[src/rtl/fib_pkg.sv]
// Shared definitions for the Fibonacci stack engine.
// FSM state codes and Fibonacci seed values.
package fib_pkg;
    typedef logic [1:0] state_t;

    localparam state_t IDLE = 2'd0;
    localparam state_t PUSH = 2'd1;
    localparam state_t POP  = 2'd2;
    localparam state_t FIN  = 2'd3;

    localparam int FIB_BASE0 = 0;
    localparam int FIB_BASE1 = 1;
endpackage

[src/rtl/fib_stack_engine_lifo_stack.sv]
// Registered LIFO with occupancy pointer.
// Top-of-stack read is combinational.
module lifo_stack
    import fib_pkg::*;
#(
    parameter int WIDTH = 8,
    parameter int DEPTH = 16,
    parameter int SPW   = $clog2(DEPTH + 1)
) (
    input  logic             clk,
    input  logic             rst_n,
    input  logic             clr,
    input  logic             push,
    input  logic             pop,
    input  logic [WIDTH-1:0] din,
    output logic [WIDTH-1:0] dout,
    output logic [SPW-1:0]   sp,
    output logic             full,
    output logic             empty,
    output logic             illegal
);
    localparam int AW = (DEPTH > 1) ? $clog2(DEPTH) : 1;

    logic [WIDTH-1:0] mem [DEPTH];
    logic [SPW-1:0]   rd;

    assign rd      = sp - SPW'(1);
    assign full    = (sp == SPW'(DEPTH));
    assign empty   = (sp == '0);
    assign illegal = (push & full) | (pop & empty);
    assign dout    = mem[rd[AW-1:0]];

    // Contents need no reset; only sp defines what is valid.
    always_ff @(posedge clk) begin
        if (push && !full && !clr)
            mem[sp[AW-1:0]] <= din;
    end

    always_ff @(posedge clk or negedge rst_n) begin
        if (!rst_n)
            sp <= '0;
        else if (clr)
            sp <= '0;
        else if (push && !full)
            sp <= sp + SPW'(1);
        else if (pop && !empty)
            sp <= sp - SPW'(1);
    end
endmodule

[src/rtl/fib_stack_engine.sv]
// Fibonacci engine: pushes n..2 onto a LIFO, then pops
// and accumulates fib(k) for each popped index k.
module fib_stack_engine
    import fib_pkg::*;
#(
    parameter int WIDTH = 8,
    parameter int DEPTH = 16,
    parameter int SPW   = $clog2(DEPTH + 1)
) (
    input  logic             clk,
    input  logic             rst_n,
    input  logic             start,
    input  logic             abort,
    input  logic [WIDTH-1:0] n_in,
    output logic             busy,
    output logic             done,
    output logic [WIDTH-1:0] result,
    output logic             ovf,
    output logic             err,
    output logic             zero,
    output logic [SPW-1:0]   sp
);
    localparam logic [WIDTH:0] NMAX = (WIDTH + 1)'(DEPTH + 1);

    state_t           state;
    logic [WIDTH-1:0] a0, a1, a2;
    logic [WIDTH:0]   v0;
    logic [WIDTH-1:0] dout;
    logic             push, pop;
    logic             full, empty, illegal;
    logic             last, stk_fault;

    assign v0   = {1'b0, a1} + {1'b0, a2};
    assign push = (state == PUSH) && !abort;
    assign pop  = (state == POP) && !abort;
    assign last = (sp == SPW'(1));
    assign busy = (state != IDLE);
    assign done = (state == FIN) && !abort;

    // Stack misuse cannot happen in normal operation; flag it as err.
    assign stk_fault = illegal | (push & full) | (pop & empty)
                     | (pop & (dout < WIDTH'(2)));

    lifo_stack #(
        .WIDTH (WIDTH),
        .DEPTH (DEPTH),
        .SPW   (SPW)
    ) u_stack (
        .clk     (clk),
        .rst_n   (rst_n),
        .clr     (abort),
        .push    (push),
        .pop     (pop),
        .din     (a0),
        .dout    (dout),
        .sp      (sp),
        .full    (full),
        .empty   (empty),
        .illegal (illegal)
    );

    always_ff @(posedge clk or negedge rst_n) begin
        if (!rst_n) begin
            state  <= IDLE;
            a0     <= '0;
            a1     <= '0;
            a2     <= '0;
            result <= '0;
            ovf    <= 1'b0;
            err    <= 1'b0;
            zero   <= 1'b0;
        end else if (abort) begin
            state <= IDLE;
        end else begin
            unique case (1'b1)
                (state == IDLE): begin
                    if (start) begin
                        a0  <= n_in;
                        ovf <= 1'b0;
                        err <= 1'b0;
                        if (n_in < WIDTH'(2)) begin
                            result <= n_in;
                            zero   <= (n_in == '0);
                            state  <= FIN;
                        end else if ({1'b0, n_in} > NMAX) begin
                            err    <= 1'b1;
                            result <= '0;
                            zero   <= 1'b1;
                            state  <= FIN;
                        end else begin
                            state <= PUSH;
                        end
                    end
                end
                (state == PUSH): begin
                    a0 <= a0 - WIDTH'(1);
                    if (stk_fault)
                        err <= 1'b1;
                    if (a0 == WIDTH'(2)) begin
                        a2    <= WIDTH'(FIB_BASE0);
                        a1    <= WIDTH'(FIB_BASE1);
                        state <= POP;
                    end
                end
                (state == POP): begin
                    a2 <= a1;
                    a1 <= v0[WIDTH-1:0];
                    if (v0[WIDTH])
                        ovf <= 1'b1;
                    if (stk_fault)
                        err <= 1'b1;
                    if (last) begin
                        result <= v0[WIDTH-1:0];
                        zero   <= (v0[WIDTH-1:0] == '0);
                        state  <= FIN;
                    end
                end
                default: state <= IDLE;
            endcase
        end
    end
endmodule

[config.mk]
export PLATFORM = sky130hd
export DESIGN_NAME = fib_stack_engine
export DESIGN_NICKNAME = d
export VERILOG_FILES = /design/src/rtl/fib_pkg.sv /design/src/rtl/fib_stack_engine_lifo_stack.sv /design/src/rtl/fib_stack_engine.sv
export SDC_FILE = /design/constraint.sdc
export NUM_CORES = 1
export LEC_CHECK = 0
export BUFFER_PORTS_ARGS = -buffer_cell sky130_fd_sc_hd__clkbuf_2
export CORE_MARGIN = 5
export CORE_UTILIZATION = 30
export CTS_CLUSTER_DIAMETER = 200
export DETAILED_ROUTE_END_ITERATION = 12
export PLACE_DENSITY_LB_ADDON = 0.2
export SLEW_MARGIN = 20
export SYNTH_ARGS = -nofsm -noshare
export SYNTH_HDL_FRONTEND = slang
export SYNTH_HIERARCHICAL = 1
export SYNTH_SLANG_ARGS = --single-unit
export TNS_END_PERCENT = 100
[constraint.sdc]
create_clock -name clk -period 3.4 [get_ports clk]
set_input_delay 0.85 -clock clk [delete_from_list [all_inputs] [get_ports clk]]
set_output_delay 0.85 -clock clk [all_outputs]
set_load 0.005 [all_outputs]
==> impl_metrics.yaml, run 1 <==
setup_path:
  critPathBufInv: 2
  cp.required_ns: 3.70
  reg2reg_slack_ns: 0.11
  rr_startpoint: "u_stack/sp[0]"
  crit_family: "compound AO/OA/AOI/OAI gates"
  worstSetupStartpointType: "flop"
  startpoint: "u_stack/sp[0]"
  worstPathCellList: "clkinvlp_4 > ha_4 > xor2_4 > buf_12 > mux2i_1 > a221oi_1 > a32o_2 > or4_4 > nor4_4 > o21ai_2 > a221oi_2 > mux2_2"
  crit_type: "flop to flop"
  path_max_fanout: 7
  crit_path_max_incr_delay_ns: 0.53
  cp_slowest_cell: "or4_4"
  cp-endpoint: "err"
  rr_worst_depth: 12
  endpoint_kind: "flop"
  rr_endpoint: "err"
  cp.arrival_ns: 3.59
  crit_cells: 12
power_and_ir_drop:
  p_int_w: 0.00448
  p_seq_share_pct: 36.3
  p_comb_share_pct: 35.2
  p_switching_w: 0.00228
  ir_worst_vdd_mv: 0.381
  clockPowerShare_pct: 28.5
  power.density_mw_per_mm2: 762
  cellLeakagePower_nw: 3.49
  swShare_pct: 33.7
sta:
  period_needed_ns: 3.29
  slew_headroom_pct: 40.2
  rsz0062_at_grt: "no"
  fmax_mhz: 304
  finalCritPeriodShare_pct: 96.8
  skew_ns: 0.0126
  finalHoldViolations: 0
  slew_violations: 0
  setup_viol: 0
  setup_tns_ns: 0
  holdWs_ns: 0.479
  worst_slew_pin_slew_ns: 0.897
floorplanning:
  io_pins: 30
  initial_core_util_pct: 30.2
  die_area_sq_mm: 0.0274
  rows: 57
  die_width_um: 166
  coreArea_sq_mm: 0.0240
  die_h_um: 166
placed_design:
  dpl_cell_area_sq_mm: 0.00807
  place_inst: 933
  port_buffers: 29
  place_hpwl_um: 11600
  gp_congestion: 0.801
routing:
  drt_first_pass_iters: 4
  totalWireLength_um: 16600
  drtAntennaViolNets: 0
  drc: 0
  num_vias: 4602
  avgViaCountPerCell: 4.73
  wl_per_cell_um: 17.0
  drt_iter0_drc: 278
global_route:
  gr-total-overflow: 0
  grt_pass1_vias: 4768
  grt_use_total_pct: 12.6
  grt_first_pass_wirelength_um: 26600
  grt_max_degree: 34
  antenna_found_initial: 0
synthesis:
  avgSynthCellArea_sq_um: 13.0
  syn_area_sq_mm: 0.00726
  syn_nets: 590
  syn_inst: 557
  synth_warnings: 6
finish:
  fin_area_sq_mm: 0.00885
  final_cell_mix: "112 x edfxtp_1, 82 x nand2_1, 51 x buf_4, 41 x dfrtp_1, 38 x nor2_1"
  fin_nets: 669
  area_delta_synth_final_pct: 22.0
  diodes: 0
  instances_no_fill: 973
  drive_above_1_share_pct: 27.9
  final_common_cell: "edfxtp_1"
  fill_cells: 2309
clocking:
  ctsHoldBuffers: 0
  root_buffer: "clkbuf_16"
  cts_buffers: 17
  cts_tree: "built"
  cts.sinks: 154
  cts.path.max_buffers: 2
  cts.clk_slew.worst_paths_ns: 0.07
  clk_latency_ns: 0.42
  htree_levels: 4
worst_hold_path:
  holdCritPathClass: "flop to flop"
job:
  cap_viol_max_count: 0
outcome:
  outcome: "finished clean"
[layout make-up]
| cell class | count | area, sq um | area share (%) |
|---|---|---|---|
| Inverter | 18 | 71.3 | 0.805 |
| Clock buffer | 18 | 429 | 4.85 |
| Sequential cell | 154 | 4420 | 49.9 |
| Multi-Input combinational cell | 358 | 2700 | 30.5 |
| Clock inverter | 14 | 171 | 1.94 |
| Timing Repair Buffer | 87 | 662 | 7.47 |
| Tap cell | 324 | 405 | 4.58 |
[layer usage]
metal  GRT usage, %  vias up  routed length [um]
li1               -     2231                   -
met1           16.1     2291                7430
met2           21.3       74                8410
met3           3.15        6                 615
met4           3.86        0                 110
met5              0        -                   0
[worst reg2reg max path, stage by stage, from the launching register on]
cell and delay [ns]:
dfrtp_2 0.39, clkinvlp_4 0.15, ha_4 0.21, xor2_4 0.20, buf_12 0.16, mux2i_1 0.19
a221oi_1 0.11, a32o_2 0.29, or4_4 0.53, nor4_4 0.23, o21ai_2 0.09, a221oi_2 0.27
mux2_2 0.36
[per-stage QoR]
step | setup slack [ns] | util, % | total power (W)
after global routing | 0.000184 | 36.8 | 0.00715
final | 0.108 | 36.8 | 0.00675
after floorplan | 0.0156 | - | 0.00390
after CTS | -0.0838 | 36.8 | 0.00683
after detailed placement | -0.358 | 33.6 | 0.00468
after global placement | -0.191 | 33.6 | 0.00465
[how the worst min path moves through the flow]
stage / startpoint / to / slack, ns / cells past startpoint
global placement: a2[0] / a2[0] / 0.46 / 2
CTS: a2[0] / a2[0] / 0.48 / 2
global route: a2[0] / a2[0] / 0.52 / 2
floorplan: a2[0] / a2[0] / 0.44 / 2
finish: a2[0] / a2[0] / 0.48 / 2
detailed placement: a2[0] / a2[0] / 0.47 / 2
[repair_timing]
item / CTS / global route
endpoints found under the hold margin: 0 / 0
gates cloned: 1 / 0
gates resized for setup: 15 / 3
endpoints found under the setup margin: 1 / 1
setup buffers: 8 / 0
pin swaps: 12 / 4
[flip-flops by register name (all words and copies together), names as in the netlist]
name,cells
a0,8
a1,8
a2,8
err,1
ovf,1
result,8
state,2
u_stack/mem,112
u_stack/sp,5
zero,1
[power groups by stage]
stage	Clock, W	Combinational, W	Sequential (W)
after floorplan	0	0.00132	0.00257
after global placement	0	0.00216	0.00249
after detailed placement	0	0.00219	0.00249
after CTS	0.00198	0.00240	0.00245
after global routing	0.00207	0.00261	0.00247
final	0.00193	0.00237	0.00245
Power figures use the tool's default switching activity.
==> inputs of run 2 (changes only) <==
--- a/config.mk
+++ b/config.mk
@@ -7,9 +7,10 @@
 export LEC_CHECK = 0
 export BUFFER_PORTS_ARGS = -buffer_cell sky130_fd_sc_hd__clkbuf_2
 export CORE_MARGIN = 5
-export CORE_UTILIZATION = 30
+export CORE_UTILIZATION = 55
 export CTS_CLUSTER_DIAMETER = 200
 export DETAILED_ROUTE_END_ITERATION = 12
+export GPL_TIMING_DRIVEN = 0
 export PLACE_DENSITY_LB_ADDON = 0.2
 export SLEW_MARGIN = 20
 export SYNTH_ARGS = -nofsm -noshare
==> impl_metrics.yaml, run 2 (synthesized netlist as in run 1, its figures left out) <==
setup_path:
  cp.arrival_ns: 3.84
  path_max_fanout: 7
  worstSetupStartpointType: "flop"
  reg2reg_slack_ns: -0.14
  rr_worst_depth: 13
  rr_endpoint: "err"
  startpoint: "u_stack/sp[0]"
  crit_type: "flop to flop"
  cp.required_ns: 3.70
  cp-endpoint: "err"
  endpoint_kind: "flop"
  rr_startpoint: "u_stack/sp[0]"
global_route:
  grt_max_degree: 43
  grt_first_pass_wirelength_um: 24800
  gr-total-overflow: 0
  grt_pass1_vias: 4796
  grt_use_total_pct: 20.3
  antenna_found_initial: 0
outcome:
  violations: "setup timing"
  outcome: "finished with violations"
sta:
  slew_headroom_pct: 37.1
  period_needed_ns: 3.54
  fmax_mhz: 283
  worst_slew_pin_slew_ns: 0.944
  finalHoldViolations: 0
  finalCritPeriodShare_pct: 104
  rsz0062_at_grt: "yes"
  holdWs_ns: 0.475
  skew_ns: 0.00614
  setup_viol: 1
  setup_slack_ns: -0.138
  slew_violations: 0
  setup_tns_ns: -0.138
clocking:
  ctsHoldBuffers: 0
  htree_levels: 4
  cts_tree: "built"
  clk_latency_ns: 0.41
  cts.clk_slew.worst_paths_ns: 0.06
  cts_buffers: 17
  cts.sinks: 154
  root_buffer: "clkbuf_16"
  cts.path.max_buffers: 2
power_and_ir_drop:
  cellLeakagePower_nw: 3.33
  p_comb_share_pct: 31.2
  p_seq_share_pct: 40.9
  swShare_pct: 33.5
  clockPowerShare_pct: 27.9
  p_switching_w: 0.00218
  ir_worst_vdd_mv: 0.669
  power.density_mw_per_mm2: 768
  p_int_w: 0.00434
routing:
  drt_first_pass_iters: 5
  highest_layer: "met4"
  dr_wl_met3_um: 709
  avgViaCountPerCell: 5.82
  drc: 0
  wl_per_cell_um: 18.9
  routed-wl-met2_um: 7520
  met1_length_um: 6730
  drt_iter0_drc: 306
  drtAntennaViolNets: 0
  num_vias: 4699
  totalWireLength_um: 15300
floorplanning:
  die_h_um: 125
  die_width_um: 125
  coreArea_sq_mm: 0.0131
  die_area_sq_mm: 0.0156
  rows: 42
  io_pins: 30
  initial_core_util_pct: 55.5
finish:
  instances_no_fill: 808
  fin_nets: 652
  largest_register_ffs: 112
  final_common_cell: "edfxtp_1"
  final_cell_mix: "112 x edfxtp_1, 85 x nand2_1, 40 x dfrtp_1, 37 x nor2_1, 30 x clkbuf_2"
  area_delta_synth_final_pct: 17.1
  fin_area_sq_mm: 0.00850
  drive_above_1_share_pct: 25.5
  diodes: 0
placed_design:
  dpl_cell_area_sq_mm: 0.00765
  place_hpwl_um: 10300
  gp_congestion: 0.904
  place_inst: 762
  port_buffers: 29
job:
  cap_viol_max_count: 0
worst_hold_path:
  holdCritPathClass: "flop to flop"
run 2: changes by cell type in the layout (fill, tap and decap cells not counted), moves of 4 or more:
cell        previous run  this run
buf_4                 51        16
clkinvlp_4             3         7
clkbuf_1               1        12
buf_2                  0         6
inv_8                  5         0
run 2: what timing repair did:
action	CTS	global route
buffers inserted	8	6
hold endpoints to repair	0	0
pin swaps	4	9
gates resized for setup	16	17
endpoints found under the setup margin	1	15
run 2: metrics by stage:
step	setup slack [ns]	utilization, %	power [W]
after floorplan	0.0156	-	0.00390
after global placement	-0.791	58.5	0.00442
after detailed placement	-0.834	58.5	0.00448
after CTS	-0.164	63.9	0.00645
after global routing	-0.280	64.9	0.00689
final	-0.138	64.9	0.00652
run 2: cell type report:
cell class | instances | area [sq um]
well taps | 176 | 220
clock buffers | 18 | 429
fillers | 958 | 4590
inverters | 18 | 71.3
plain buffers | 27 | 188
repair buffers | 43 | 250
multi-input cells | 358 | 2770
flip-flops and latches | 154 | 4420
clock inverters | 14 | 150
run 2: how the worst min path moves through the flow:
| stage | depth (start not counted) | startpoint | slack [ns] | end |
|---|---|---|---|---|
| after floorplan | 2 | a2[0] | 0.44 | a2[0] |
| after global placement | 2 | a2[7] | 0.46 | a2[7] |
| after detailed placement | 2 | a2[3] | 0.46 | a2[3] |
| after CTS | 2 | a2[3] | 0.48 | a2[3] |
| after global routing | 2 | a2[4] | 0.50 | a2[4] |
| final | 2 | a2[3] | 0.48 | a2[3] |
run 2: routing by layer:
layer,vias up,GRT usage (%)
met3,26,4.20
met5,-,0
li1,2198,-
met1,2337,27.1
met2,138,33.1
met4,0,7.08
run 2: power by group through the flow:
| stage | clock network [W] | logic, W | registers (W) |
|---|---|---|---|
| after CTS | 0.00185 | 0.00193 | 0.00267 |
| after floorplan | 0 | 0.00132 | 0.00257 |
| final | 0.00182 | 0.00203 | 0.00267 |
| after detailed placement | 0 | 0.00176 | 0.00272 |
| after global placement | 0 | 0.00172 | 0.00269 |
| after global routing | 0.00196 | 0.00222 | 0.00271 |
run 2: critical path, cell delays in order (launching register included):
cell        delay [ns]
dfrtp_2           0.42
buf_12            0.13
clkinvlp_4        0.11
ha_4              0.19
xor2_4            0.22
buf_6             0.18
mux2i_2           0.24
a221oi_2          0.10
a32o_2            0.27
or4_4             0.54
nor4_4            0.25
o21ai_2           0.12
a221oi_2          0.32
mux2_4            0.32
